==> src/rtl/elevator_scheduler.sv <==
// elevator_scheduler: SCAN request latching, floor tracking and travel direction for one car
module elevator_scheduler #(
  parameter int NFLR = 4
) (
  input  logic                      CLK,
  input  logic                      nRST,
  input  logic [NFLR-1:0]           CallBtn,
  input  logic                      MotorEn,
  input  logic                      flrChg,
  output logic                      Moving,
  output logic [$clog2(NFLR)-1:0]   CurFlr,
  output logic                      Dir,
  output logic [NFLR-1:0]           Pending,
  output logic                      Fault
);
  logic [NFLR-1:0] here_m, below_m, above_m;
  logic above, below, ahead, behind, at_top, at_bot;
  always_comb begin
    here_m  = NFLR'(1) << CurFlr;
    below_m = here_m - NFLR'(1);
    above_m = ~(below_m | here_m);
    above   = |(Pending & above_m);
    below   = |(Pending & below_m);
    ahead   = Dir ? above : below;
    behind  = Dir ? below : above;
    at_top  = int'(CurFlr) == NFLR - 1;
    at_bot  = CurFlr == '0;
    Moving  = ahead & ~(MotorEn & Pending[CurFlr]);
  end
  // A stopped car services its own floor, so that clear overrides a same-cycle press
  always_ff @(posedge CLK) begin
    if (!nRST) begin
      CurFlr  <= '0;
      Dir     <= 1'b1;
      Pending <= '0;
      Fault   <= 1'b0;
    end else begin
      Pending <= (Pending | CallBtn) & ~(MotorEn ? '0 : here_m);
      if (flrChg) begin
        if (!MotorEn || (Dir ? at_top : at_bot)) Fault <= 1'b1;
        else CurFlr <= Dir ? CurFlr + 1'b1 : CurFlr - 1'b1;
      end
      if (!MotorEn && !ahead && behind) Dir <= ~Dir;
    end
  end
endmodule

==> config.mk <==
export PLATFORM = sky130hd
export DESIGN_NAME = elevator_scheduler
export DESIGN_NICKNAME = d
export VERILOG_FILES = /design/src/rtl/elevator_scheduler.sv
export SDC_FILE = /design/constraint.sdc
export NUM_CORES = 1
export LEC_CHECK = 0
export ABC_AREA = 1
export BUFFER_PORTS_ARGS = -buffer_cell sky130_fd_sc_hd__buf_2
export CAP_MARGIN = 20
export CORE_AREA = 2 2 39 41
export CTS_BUF_LIST = sky130_fd_sc_hd__clkbuf_2 sky130_fd_sc_hd__clkbuf_4 sky130_fd_sc_hd__clkbuf_8
export DETAILED_ROUTE_END_ITERATION = 8
export DIE_AREA = 0 0 41 43
export REMOVE_ABC_BUFFERS = 1
export SLEW_MARGIN = 30
export SYNTH_ARGS = -nofsm -noshare
export SYNTH_HDL_FRONTEND = slang
export SYNTH_SLANG_ARGS = --single-unit
==> constraint.sdc <==
create_clock -name CLK -period 3.3 [get_ports CLK]
set_input_delay 0.99 -clock CLK [delete_from_list [all_inputs] [get_ports CLK]]
set_output_delay 0.99 -clock CLK [all_outputs]
set_load 0.1 [all_outputs]
==> impl_metrics.env <==
export IMPL_clkSinkCount=8
export IMPL_ys_ff_latch=8
export IMPL_first_pass_iters=4
export IMPL_htreeDepth=1
export IMPL_synth_cell_type_count=17
export IMPL_core_area_um2=1380
export IMPL_gp_congestion=0.771
export IMPL_peakVddDrop_mv=0.230
export IMPL_cts_root_buffer="clkbuf_4"
export IMPL_worstHoldPathType="flip-flop to flip-flop"
export IMPL_grt_overflow=0
export IMPL_cts_buffers_inserted=3
export IMPL_netlist_area_leader_share=0.327
export IMPL_antenna_cells=0
export IMPL_critical_path_required_ns=2.31
export IMPL_syn_instance_count=70
export IMPL_yosysTopAreaCell="dfxtp_1"
export IMPL_crit_family="buffers and inverters"
export IMPL_io_pins=17
export IMPL_grt_max_degree=10
export IMPL_ys_warn_count=0
export IMPL_yosysSeqAreaShare=0.327
export IMPL_drv_slew=0
export IMPL_period_share=0.833
export IMPL_design_die_area_um2=1760
export IMPL_cts_tree="done"
export IMPL_track_usage=0.147
export IMPL_rows=14
export IMPL_finalHoldViolCount=0
export IMPL_hpwl_um=830
export IMPL_path_class="flip-flop to primary output"
export IMPL_antenna_found_initial=0
export IMPL_leakagePower_nw=0.308
export IMPL_critPathArrivalTime_ns=1.76
export IMPL_slowest_stage="dfxtp_1"
export IMPL_die_w_um=41
export IMPL_synthToLayoutAreaGrowth_pct=20.5
export IMPL_cts_setup_buffers=0
export IMPL_maxSlewHeadroom=0.676
export IMPL_grt_pass1_vias=398
export IMPL_synth_most_common_cell="nand2_1"
export IMPL_synth_top_cells_by_count="nand2_1, dfxtp_1, nand3_1"
export IMPL_finalClockSkew_ns=0.00187
export IMPL_cts_resized=0
export IMPL_ant_nets=0
export IMPL_crit_buf_inv=3
export IMPL_fmax_mhz=364
export IMPL_synth_area_leaders="dfxtp_1, nand2_1, nand3_1"
export IMPL_cp_start_kind="flip-flop"
export IMPL_async_flop_share=0
export IMPL_grt_pass1_wl_um=1700
export IMPL_clkLatencyLatePin_ns=0.25
export IMPL_drive_above_1_share=0.345
export IMPL_rsz0062_at_grt="no"
export IMPL_io_buffers=16
export IMPL_setup_tns_ns=0
export IMPL_drv_cap=0
export IMPL_die_y_um=43
export IMPL_syn_area_um2=489
export IMPL_cp_end_kind="primary output"
export IMPL_dr_total_vias=501
export IMPL_p_per_area_nw_per_um2=546
export IMPL_tightestPinTransition_ns=0.489
export IMPL_syn_area_per_cell_um2=6.99
export IMPL_drc_errors=0
export IMPL_drt_wl_total_um=1060
export IMPL_synth_edf_count=0
export IMPL_period_minus_slack_ns=2.75
export IMPL_outcome="complete, no violations"
export IMPL_clk_pin_slew_ns=0.06
export IMPL_synth_ff_type="dfxtp_1"
export IMPL_finalSetupViolations=0
export IMPL_drt_iter0_markers=10
export IMPL_vias_per_cell=4.86
export IMPL_cts_hold_fix_buffers=0
export IMPL_max_stage_delay_ns=0.55
export IMPL_wire_per_inst_um=10.3
export IMPL_fill_cells=164
export IMPL_clockBufferDepth=2
export IMPL_path_cells="inv_2 -> nand2_2 -> nand2_2 -> nand2_2 -> nand2_1 -> nand2_1 -> nand2_1 -> inv_1 -> buf_2"
export IMPL_final_nets=97
export IMPL_initial_utilization=0.354
export IMPL_post_route_util=0.426
export IMPL_cp_max_fo=9
## layout make-up
| class | instances | area (um^2) | area share |
|---|---|---|---|
| inverter | 9 | 36.3 | 0.0616 |
| timing repair buffer | 16 | 80.1 | 0.136 |
| sequential | 8 | 160 | 0.272 |
| tap | 16 | 20.0 | 0.0340 |
| multi-input combinational | 51 | 270 | 0.459 |
| clock buffer | 3 | 22.5 | 0.0382 |
## power breakdown
| group | switching (mW) | internal, mW | total (mW) |
|---|---|---|---|
| Sequential | 0.0125 | 0.104 | 0.117 |
| Combinational | 0.102 | 0.0273 | 0.130 |
| Clock | 0.0338 | 0.0417 | 0.0754 |
| Total | 0.149 | 0.173 | 0.322 |
## worst register-to-register path, delay by kind of cell, from the launching register on
| kind | cells | cell delay, ns |
|---|---|---|
| DFF | 1 | 0.58 |
| and+or+nand+nor | 4 | 0.41 |
| AOI/OAI and AO/OA | 1 | 0.13 |
## path summary, 6_finish.rpt
kind,startpoint,endpoint,slack [ns],cells after the start
setup reg to reg,CurFlr[1]$_SDFFE_PN0P_,CurFlr[1]$_SDFFE_PN0P_,2.08,5
setup / recovery,CurFlr[0]$_SDFFE_PN0P_,Moving,0.55,9
hold / removal,Fault$_SDFFE_PN0P_,Fault$_SDFFE_PN0P_,0.48,2
hold reg to reg,Fault$_SDFFE_PN0P_,Fault$_SDFFE_PN0P_,0.48,2
## per-stage QoR
stage	std cells	total power, mW	hold WS [ns]	cell area, um^2	worst slack (ns)
2_1_floorplan	68	0.226	0.957	467	0.0429
3_3_place_gp	100	0.249	0.453	567	0.600
3_5_place_dp	100	0.249	0.454	567	0.592
4_1_cts	103	0.327	0.475	589	0.544
5_1_grt	103	0.339	0.504	589	0.433
6_report	103	0.322	0.482	589	0.550
## layer usage
metal / track usage / share of wire / up-vias
met1: 0.179 / 0.47 / 221
met2: 0.209 / 0.46 / 19
met4: 0.100 / 0.0085 / 0
met5: 0 / 0 / -
met3: 0.0471 / 0.063 / 2
li1: - / - / 259
## registers in the layout, summed over array words and instances (netlist names)
| register | flops |
|---|---|
| CurFlr | 2 |
| Dir | 1 |
| Fault | 1 |
| Pending | 4 |
## cells in the final DEF (no fill, tap or decap), drive strengths merged
cell type	count
nand3	10
buf	16
o22ai	3
dfxtp	8
a21oi	2
clkbuf	3
o21bai	2
nand2	24
nor2	7
nand4	2
inv	9
o21ai	1
## cell families (layout without fill, tap and decap cells)
family,count (synthesis),after routing,synth area share
AO/OA/AOI/OAI,8,8,0.0997
flip-flops,8,8,0.327
AND/OR/NAND/NOR,43,43,0.453
buffers and inverters,11,28,0.120
Power figures use the tool's default switching activity.
